--- src/rtl/ddr_pkg.sv ---
// ============================================================================
// ddr_pkg : lane codes, scheduler FSM states and difficulty-to-interval lookup
// Revision: 1.0
// ============================================================================
`default_nettype none

package ddr_pkg;

  localparam logic [1:0] LANE_LEFT  = 2'd0;
  localparam logic [1:0] LANE_DOWN  = 2'd1;
  localparam logic [1:0] LANE_UP    = 2'd2;
  localparam logic [1:0] LANE_RIGHT = 2'd3;

  // Spawn interval in beats for each difficulty switch setting
  localparam int unsigned INTERVAL_SW0 = 4;
  localparam int unsigned INTERVAL_SW1 = 2;
  localparam int unsigned INTERVAL_SW2 = 1;
  localparam int unsigned INTERVAL_SW3 = 1;

  typedef enum logic [2:0] {
    ST_IDLE      = 3'd0,
    ST_WAIT_BEAT = 3'd1,
    ST_REQ       = 3'd2,
    ST_MAP       = 3'd3,
    ST_HOLD      = 3'd4
  } state_e;

  // Last beat_cnt value of an interval (interval - 1)
  function automatic logic [1:0] beat_last(input logic [1:0] sw);
    case (sw)
      2'd0:    return 2'(INTERVAL_SW0 - 1);
      2'd1:    return 2'(INTERVAL_SW1 - 1);
      2'd2:    return 2'(INTERVAL_SW2 - 1);
      default: return 2'(INTERVAL_SW3 - 1);
    endcase
  endfunction

endpackage

`default_nettype wire

--- src/rtl/lane_mapper.sv ---
// ============================================================================
// lane_mapper : maps a candidate lane to the spawned lane with anti-repeat
// Revision: 1.0
// ============================================================================
`default_nettype none

module lane_mapper
  import ddr_pkg::*;
#(
  parameter int MAX_REPEAT = 2,
  parameter int REP_W      = 2
) (
  input  logic [1:0]       cand,
  input  logic [1:0]       last_lane,
  input  logic [REP_W-1:0] repeat_cnt,
  input  logic             dbl_req,
  output logic [1:0]       lane,
  output logic [REP_W-1:0] repeat_next,
  output logic             dbl
);

  always_comb begin
    lane        = cand;
    repeat_next = '0;
    dbl         = dbl_req;
    if (cand == last_lane) begin
      // Run limit reached: bump to the next lane, wrapping right back to left
      if (repeat_cnt == REP_W'(MAX_REPEAT - 1)) begin
        lane = cand + 2'd1;
      end else begin
        repeat_next = repeat_cnt + 1'b1;
      end
    end
  end

endmodule

`default_nettype wire

--- src/rtl/note_spawn_scheduler.sv ---
// ============================================================================
// note_spawn_scheduler : beat-driven arrow spawn sequencer (RNG -> lane -> display)
// Optional double notes on sw=3 enabled by defining DOUBLE_NOTE_EN.
// Revision: 1.0
// ============================================================================
`default_nettype none

module note_spawn_scheduler
  import ddr_pkg::*;
#(
  parameter int RND_W      = 8,
  parameter int MAX_REPEAT = 2,
  parameter int DROP_W     = 8
) (
  input  logic              clk,
  input  logic              rst_n,
  input  logic              enable,
  input  logic              beat_tick,
  input  logic [1:0]        sw,
  output logic              rnd_req,
  input  logic              rnd_valid,
  input  logic [RND_W-1:0]  rnd_num,
  output logic              spawn_valid,
  input  logic              spawn_ready,
  output logic [1:0]        spawn_lane,
  output logic              spawn_double,
  output logic [DROP_W-1:0] drop_cnt
);

  localparam int REP_W = $clog2(MAX_REPEAT + 1);
`ifdef DOUBLE_NOTE_EN
  localparam int CAP_W = 3;
`else
  localparam int CAP_W = 2;
`endif

  state_e             state_q, state_d;
  logic [1:0]         beat_cnt_q, beat_cnt_d;
  logic               pending_q, pending_d;
  logic [DROP_W-1:0]  drop_cnt_q, drop_cnt_d;
  logic [CAP_W-1:0]   cap_q, cap_d;
  logic [1:0]         last_lane_q, last_lane_d;
  logic [REP_W-1:0]   repeat_q, repeat_d;
  logic [1:0]         lane_q, lane_d;
  logic               double_q, double_d;

  logic               busy;
  logic               ticking;
  logic               due;
  logic               dbl_req;
  logic [1:0]         map_lane;
  logic [REP_W-1:0]   map_repeat;
  logic               map_dbl;

`ifdef DOUBLE_NOTE_EN
  assign dbl_req = (sw == 2'd3) && cap_q[2];
`else
  assign dbl_req = 1'b0;
`endif

  lane_mapper #(
    .MAX_REPEAT (MAX_REPEAT),
    .REP_W      (REP_W)
  ) u_lane_mapper (
    .cand        (cap_q[1:0]),
    .last_lane   (last_lane_q),
    .repeat_cnt  (repeat_q),
    .dbl_req     (dbl_req),
    .lane        (map_lane),
    .repeat_next (map_repeat),
    .dbl         (map_dbl)
  );

  assign busy    = (state_q == ST_REQ) || (state_q == ST_MAP) || (state_q == ST_HOLD);
  assign ticking = beat_tick && (state_q != ST_IDLE);
  // ">=" lets a shortened interval wrap on the next tick after an sw change
  assign due     = ticking && (beat_cnt_q >= beat_last(sw));

  always_comb begin
    state_d     = state_q;
    beat_cnt_d  = beat_cnt_q;
    pending_d   = pending_q;
    drop_cnt_d  = drop_cnt_q;
    cap_d       = cap_q;
    last_lane_d = last_lane_q;
    repeat_d    = repeat_q;
    lane_d      = lane_q;
    double_d    = double_q;

    if (ticking) begin
      beat_cnt_d = due ? 2'd0 : beat_cnt_q + 2'd1;
    end

    case (state_q)
      ST_IDLE: begin
        if (enable) state_d = ST_WAIT_BEAT;
      end
      ST_WAIT_BEAT: begin
        if (due || pending_q) state_d = ST_REQ;
        // A pending spawn is consumed first; a simultaneous due one takes its place
        if (pending_q && !due) pending_d = 1'b0;
      end
      ST_REQ: begin
        if (rnd_valid) begin
          cap_d   = rnd_num[CAP_W-1:0];
          state_d = ST_MAP;
        end
      end
      ST_MAP: begin
        lane_d      = map_lane;
        last_lane_d = map_lane;
        repeat_d    = map_repeat;
        double_d    = map_dbl;
        state_d     = ST_HOLD;
      end
      ST_HOLD: begin
        if (spawn_ready) state_d = ST_WAIT_BEAT;
      end
      default: state_d = ST_IDLE;
    endcase

    if (busy && due) begin
      if (!pending_q) begin
        pending_d = 1'b1;
      end else if (drop_cnt_q != {DROP_W{1'b1}}) begin
        drop_cnt_d = drop_cnt_q + 1'b1;
      end
    end

    // Disabling abandons any spawn in flight; drop history and last lane survive
    if (!enable) begin
      state_d    = ST_IDLE;
      beat_cnt_d = 2'd0;
      pending_d  = 1'b0;
      repeat_d   = '0;
    end
  end

  always_ff @(posedge clk or negedge rst_n) begin
    if (!rst_n) begin
      state_q     <= ST_IDLE;
      beat_cnt_q  <= 2'd0;
      pending_q   <= 1'b0;
      drop_cnt_q  <= '0;
      cap_q       <= '0;
      last_lane_q <= LANE_LEFT;
      repeat_q    <= '0;
      lane_q      <= LANE_LEFT;
      double_q    <= 1'b0;
    end else begin
      state_q     <= state_d;
      beat_cnt_q  <= beat_cnt_d;
      pending_q   <= pending_d;
      drop_cnt_q  <= drop_cnt_d;
      cap_q       <= cap_d;
      last_lane_q <= last_lane_d;
      repeat_q    <= repeat_d;
      lane_q      <= lane_d;
      double_q    <= double_d;
    end
  end

  assign rnd_req     = (state_q == ST_REQ);
  assign spawn_valid = (state_q == ST_HOLD);
  assign spawn_lane  = spawn_valid ? lane_q : LANE_LEFT;
  assign drop_cnt    = drop_cnt_q;

`ifdef DOUBLE_NOTE_EN
  assign spawn_double = spawn_valid && double_q;
  logic unused_bits;
  assign unused_bits = ^rnd_num;
`else
  assign spawn_double = 1'b0;
  logic unused_bits;
  assign unused_bits = ^{rnd_num, double_q};
`endif

endmodule

`default_nettype wire

--- config.mk ---
export PLATFORM = sky130hd
export DESIGN_NAME = note_spawn_scheduler
export DESIGN_NICKNAME = d
export VERILOG_FILES = /design/src/rtl/ddr_pkg.sv /design/src/rtl/lane_mapper.sv /design/src/rtl/note_spawn_scheduler.sv
export SDC_FILE = /design/constraint.sdc
export NUM_CORES = 1
export LEC_CHECK = 0
export CORE_UTILIZATION = 43
export CTS_CLUSTER_SIZE = 14
export DETAILED_ROUTE_END_ITERATION = 8
export PLACE_DENSITY = 0.81
export SYNTH_ARGS = -nofsm -noshare
export SYNTH_HDL_FRONTEND = slang
export SYNTH_SLANG_ARGS = --single-unit
--- constraint.sdc ---
create_clock -name clk -period 1.7 [get_ports clk]
set_input_delay 0.425 -clock clk [delete_from_list [all_inputs] [get_ports clk]]
set_output_delay 0.425 -clock clk [all_outputs]
set_load 0.05 [all_outputs]
==> key figures, run 1 <==
Worst setup path
  • Crit path cell chain: nor3b_4, and2_4, buf_12
  • Critical path's top delay family: simple AND/OR/NAND/NOR gates
  • CP Class: reg2out
  • Crit path largest cell delay: 0.47 ns
  • Crit path buf inv count: 1
  • Crit-path slowest cell: dfrtp_2
  • Worst Setup End Kind: primary output
  • Worst endpoint required time: approximately 1.3 ns
  • Critical Path Source Type: register
  • CP max FO: 5
  • Worst Path Arrival: ~1.4 ns

STA
  • Final worst setup slack: -0.112 ns
  • Max Clock Freq: ~550 MHz
  • Fin crit period: around 1.8 ns
  • Max Slew Vio Count: 0
  • Setup TNS: -0.578 ns
  • Final Setup Violations: 8
  • Final period utilization: 1.07
  • Fin Clk Skew: approximately 0.0035 ns
  • RSZ-0062 raised after global routing: yes
  • Fin. Hold Viols: 0

Final layout
  • Register area: roughly 500 um2
  • Non-Filler Instances: 185
  • Layout cell share with drive strength beyond 1: 0.497
  • Fin nets: 175
  • Finished Cell Area: roughly 1900 um2
  • Area grow syn2layout: 64.2%
  • Filler cells: between 150 and 200
  • Ant diodes: 0
  • Footprint of the multi-input gates: roughly 730 um2

Synth
  • Cell Area, Synth: ~1100 um2
  • Syn nets: ~130
  • Biggest area consumer among synthesized cells: dfrtp_1
  • Post-Syn Area per Cell: approximately 10 um2
  • Sequential-to-total area share from yosys stat: 0.443
  • #FFs+latches synth: 20
  • Main synth FF type: dfrtp_1
  • Synth top area share: 0.443
  • Cells after synthesis: roughly 110
  • Netlist cell types: 39
  • Synth area leaders: dfrtp_1 (44%), xnor2_1 (4.7%), ha_1 (3.3%)
  • Post-synth EDFFs: 0
  • Ys async rst share: 1.00
  • Synth Warn #: 0

Global routing
  • Global-route wire length before repair: between 4000 and 5000 um
  • Largest net degree at the start of global routing: 21
  • Global route overflow: 0
  • Initial antenna violation count: 0
  • Vias in the first global route: 972
  • Total Routing Usage GR: 0.218

Power and ir drop
  • Sw frac: 0.291
  • Psw: about 310 uW
  • Comb pwr share: 0.230
  • VDD IR-drop max: 0.000529 V
  • Int Power: between 700 and 800 uW
  • Power per cell area: approximately 590 nW/um2
  • Clock power share: 0.261
  • P_leak: around 0.00084 uW
  • Sequential Power Share: 0.509

Routing
  • Via count: between 1000 and 1500
  • Iteration-0 DRC Markers: 19
  • Avg WL per Cell: between 15 and 20 um
  • Routed WL: about 2900 um
  • Mean number of vias per cell: approximately 5.4
  • # DRC: 0
  • Post-route ant nets: 0
  • DR pass1 iterations: 4

CTS
  • CTS Buffer Depth: 2
  • Worst-skew pair later-pin latency: 0.31 ns
  • Clk root buf: clkbuf_4
  • Hold bufs inserted after CTS: 0
  • Clock Sinks: 20
  • CTS buffer count: 3
  • CTS tree: yes
  • # H-tree levels: 1
  • Clock Pin Slew Worst Setup and Hold Paths: 0.12 ns

Placed design
  • RD Place Congestion: between 0.7 and 0.8
  • PortBufs: 21
  • DP HPWL: 1970 um
  • Post-DP Area: between 1500 and 2000 um2
  • Placed Instances: 170

Flow run
  • MaxCap Viol Count: 0

Floorplanning
  • I/O Pins: 29
  • Die H: 53.2 um
  • Core ar.: around 2500 um2
  • # rows: 18
  • Die area: around 2800 um2
  • Initial core utilization: 0.456
  • Die X: about 53 um

Min path
  • Worst hold path type: in2async

Run status
  • Status: finished, violations left
  • Violated checks: setup timing
cell usage in the layout, fill, tap and decap left out, drive strengths merged, types with 2 or more instances in the layout:
cell,Yosys,final
nand3,3,3
and2,4,4
clkbuf,0,4
a211oi,2,2
xor2,3,3
xnor2,6,6
o21ai,7,7
or2b,3,3
dfrtp,20,20
inv,3,3
nand2,7,7
nand4,3,3
a21oi,7,7
ha,3,3
clkdlybuf4s50,0,7
and3,2,2
mux2,3,3
and4,2,2
buf,4,40
nor3b,3,3
nor4,2,2
and2b,2,2
nor2,9,9
flip-flops by register name (all words and copies together) (netlist names):
register,count
state_q,3
beat_cnt_q,2
pending_q,1
repeat_q,2
cap_q,2
lane_q,2
drop_cnt,8
routing by layer:
layer	vias up	share of wire	GRT usage
li1	471	-	-
met1	494	0.39	0.250
met2	31	0.54	0.379
met3	6	0.048	0.0316
met4	0	0.020	0.127
met5	-	0	0
path summary, 6_finish.rpt:
check	depth (start not counted)	slack, ns	start	endpoint
worst max register to register	8	-0.09	beat_cnt_q[0]	drop_cnt[1]
worst min register to register	1	0.54	repeat_q[1]	repeat_q[1]
min in group clk	1	0.54	repeat_q[1]	repeat_q[1]
worst min-delay path	2	0.44	rst_n	cap_q[1]
worst max-delay path	3	-0.11	state_q[1]	spawn_lane[1]
max in group asynchronous	2	1.03	rst_n	state_q[0]
repair_timing:
item                       4_1_cts  5_1_grt
setup endpoints to repair       17       14
buffers inserted                 6        5
pin swaps                       14       10
gates resized for setup         27       11
area by class of cell:
cell class              instances  share of cell area
inverters                       3             0.00608
well taps                      30              0.0203
repair buffers                 47               0.290
multi-input cells              81               0.392
clock buffers                   4              0.0196
flip-flops and latches         20               0.271
synthesized netlist by cell type (3+ instances only):
library cell and number:
a21oi_1 7, xnor2_1 6, xor2_1 3, mux2_2 3, ha_1 3, or2b_1 3, inv_1 3, nand2_1 7
nand3_1 3, dfrtp_1 20, nor2_1 9, nand4_1 3, o21ai_0 6
stage by stage:
stage / hold slack, ns / utilization / power [uW] / setup WS, ns
floorplan: 0.129 / - / 682 / -0.296
global placement: 0.512 / 0.652 / 743 / -0.536
detailed placement: 0.518 / 0.652 / 765 / -0.625
CTS: 0.458 / 0.715 / 1070 / -0.144
global route: 0.445 / 0.748 / 1140 / -0.170
finish: 0.443 / 0.748 / 1080 / -0.112
power by group through the flow:
stage          clock [uW]  sequential [uW]  combinational [uW]
2_1_floorplan           0              546                 137
3_3_place_gp            0              555                 188
3_5_place_dp            0              561                 204
4_1_cts               283              552                 230
5_1_grt               313              556                 271
6_report              283              552                 250
logic make-up (layout without fill, tap and decap cells):
kind of cell | after synthesis | in the layout | share of synthesized area
xor gates and xnor gates | 9 | 9 | 0.0698
other | 1 | 1 | 0.00332
buffers and inverters | 7 | 54 | 0.0377
AOI/OAI and AO/OA | 19 | 19 | 0.116
DFF | 20 | 20 | 0.443
and+or+nand+nor | 45 | 45 | 0.257
muxes | 4 | 4 | 0.0388
adders and majority gates | 3 | 3 | 0.0333
(Power assumes the default switching activity.)
==> run 2: changes to the inputs <==
--- a/config.mk
+++ b/config.mk
@@ -5,6 +5,7 @@
 export SDC_FILE = /design/constraint.sdc
 export NUM_CORES = 1
 export LEC_CHECK = 0
+export CORE_MARGIN = 2
 export CORE_UTILIZATION = 43
 export CTS_CLUSTER_SIZE = 14
 export DETAILED_ROUTE_END_ITERATION = 8
==> run 2 against run 1 <==
Compared with the run above: the run still ends with setup timing left; flip-flop and latch count stayed put; first-iteration DRC count grew 32%; largest power group unchanged; die area grew 7.7%; non-clock buffer count is 5 higher.
==> key figures, run 2 (synthesized netlist as in run 1, its figures left out) <==
Floorplanning
  • Initial core utilization: 0.456 (unchanged)
  • # rows: 18 (unchanged)
  • Die X: 55.2 um (+3.8%)
  • Core ar.: 2480 um2 (unchanged)
  • Die area: 3050 um2 (+7.7%)
  • Die H: 55.2 um (+3.8%)
  • I/O Pins: 29 (unchanged)

Final layout
  • Ant diodes: 0 (unchanged)
  • Most frequent cells in the layout: buf_4 (23), dfrtp_1 (19), buf_12 (12), buf_6 (8), clkdlybuf4s50_1 (7)
  • Max FFs per register: 8 (unchanged)
  • Area grow syn2layout: 66.9%
  • Non-Filler Instances: 190 (+2.7%)
  • Leading cell type in the layout, fill and taps excluded: buf_4
  • Layout cell share with drive strength beyond 1: 0.481 (-0.0155)
  • Fin nets: 180 (+2.9%)
  • Layout Utilization: 0.760 (+0.0121)

STA
  • RSZ-0062 raised after global routing: yes
  • Final period utilization: 1.07 (+0.00367)
  • Max Slew Vio Count: 0 (unchanged)
  • Final worst setup slack: -0.118 ns (-0.00623 ns)
  • Hold WS: 0.456 ns (+0.0130 ns)
  • Fin crit period: 1.82 ns (+0.00623 ns)
  • Final Setup Violations: 7 (-1)
  • Fin Clk Skew: 0.00474 ns (+0.00123 ns)
  • Fin. Hold Viols: 0 (unchanged)
  • Max Clock Freq: 550 MHz (-0.34%)

Worst setup path
  • Worst Path Arrival: 1.39 ns (about the same)
  • CP max FO: 3 (-2)
  • Critical Path Source Type: register
  • CP Class: reg2out
  • Worst endpoint required time: 1.27 ns (about the same)
  • Worst Setup End Kind: primary output

Routing
  • Iteration-0 DRC Markers: 25 (+6)
  • DR pass1 iterations: 4 (unchanged)
  • Mean number of vias per cell: 5.28 (-2.5%)
  • Via count: 1003 (+0.10%)
  • Routed WL: 2900 um (+1.3%)
  • # DRC: 0 (unchanged)
  • Avg WL per Cell: 15.2 um (-1.4%)
  • Post-route ant nets: 0 (unchanged)

CTS
  • Clock Sinks: 20 (unchanged)
  • Clock Pin Slew Worst Setup and Hold Paths: 0.12 ns (about the same)
  • CTS Buffer Depth: 2 (unchanged)
  • CTS tree: yes
  • CTS buffer count: 3 (unchanged)
  • Clk root buf: clkbuf_4
  • Worst-skew pair later-pin latency: 0.30 ns (about the same)
  • Hold bufs inserted after CTS: 0 (unchanged)
  • # H-tree levels: 1 (unchanged)

Placed design
  • PortBufs: 21 (unchanged)
  • RD Place Congestion: 0.753 (-1.2%)
  • Dpl ws: -0.608 ns (+0.0164 ns)
  • Placed Instances: 172 (+1.2%)
  • DP HPWL: 1910 um (-3.1%)

Global routing
  • Largest net degree at the start of global routing: 21 (unchanged)
  • Total Routing Usage GR: 0.188 (-0.0302)
  • Global route overflow: 0 (unchanged)
  • Initial antenna violation count: 0 (unchanged)
  • Global-route wire length before repair: 4650 um (+9.4%)
  • Vias in the first global route: 1039 (+6.9%)

Power and ir drop
  • Comb pwr share: 0.216 (-0.014)
  • Clock power share: 0.324 (+0.063)
  • Overall power: 1190 uW (+10%)
  • Psw: 312 uW (-0.91%)
  • Power per cell area: 634 nW/um2 (+8.3%)
  • P_leak: 0.000836 uW (-0.74%)
  • Sw frac: 0.262 (-0.0290)
  • Sequential Power Share: 0.460 (-0.049)
  • Int Power: 881 uW (+15%)
  • VDD IR-drop max: 0.000701 V (+32%)

Run status
  • Violated checks: setup timing
  • Status: finished, violations left

Flow run
  • MaxCap Viol Count: 0 (unchanged)

Min path
  • Worst hold path type: in2async
==> run 2: cell type report <==
| class | count | area [um2] |
|---|---|---|
| Fill cell | 171 | 594 |
| Clock buffer | 3 | 22.5 |
| Tap cell | 30 | 37.5 |
| Clock inverter | 1 | 30.0 |
| Timing Repair Buffer | 52 | 594 |
| Sequential cell | 20 | 502 |
| Inverter | 3 | 11.3 |
| Multi-Input combinational cell | 81 | 686 |
==> run 2: critical path: stages (launching register included) <==
cell and delay (ns):
dfrtp_1 0.44, nor3b_4 0.25, buf_6 0.14, and2_4 0.14, buf_12 0.13
==> run 2: final timing paths <==
check	slack (ns)	cells after the start	endpoint	from
max	-0.12	4	spawn_lane[1]	state_q[0]
min	0.46	2	cap_q[1]	rst_n
max reg2reg	-0.06	7	drop_cnt[1]	beat_cnt_q[0]
min reg2reg	0.56	1	repeat_q[1]	repeat_q[1]
max in group asynchronous	1.01	2	state_q[1]	rst_n
min in group clk	0.56	1	repeat_q[1]	repeat_q[1]
==> run 2: layer usage <==
metal,track usage,wire [um]
met4,0.0348,14
met2,0.327,1500
met1,0.247,1260
met3,0.0328,124
met5,0,0
==> run 2: power groups by stage <==
stage | Clock, uW | Sequential [uW] | Combinational, uW
detailed placement | 0 | 557 | 208
finish | 386 | 549 | 258
floorplan | 0 | 546 | 137
CTS | 395 | 547 | 231
global route | 425 | 554 | 276
global placement | 0 | 553 | 197
==> run 2: metrics by stage <==
| stage | area [um2] | TNS [ns] |
|---|---|---|
| 2_1_floorplan | 1170 | -2.54 |
| 3_3_place_gp | 1630 | -6.00 |
| 3_5_place_dp | 1630 | -6.89 |
| 4_1_cts | 1780 | -0.474 |
| 5_1_grt | 1880 | -1.53 |
| 6_report | 1880 | -0.517 |
==> run 2: repair_timing <==
| item | in CTS | in global routing |
|---|---|---|
| pin swaps | 8 | 10 |
| resized for setup | 16 | 13 |
| cloned | 0 | 0 |
| setup endpoints to repair | 17 | 15 |
| buffers inserted | 7 | 7 |
==> run 3: changes to the inputs <==
--- a/config.mk
+++ b/config.mk
@@ -10,6 +10,7 @@
 export CTS_CLUSTER_SIZE = 14
 export DETAILED_ROUTE_END_ITERATION = 8
 export PLACE_DENSITY = 0.81
+export SKIP_LAST_GASP = 1
 export SYNTH_ARGS = -nofsm -noshare
 export SYNTH_HDL_FRONTEND = slang
 export SYNTH_SLANG_ARGS = --single-unit
==> results of run 3 <==
No change in the layout: final DEF, timing and power equal those of run 2.
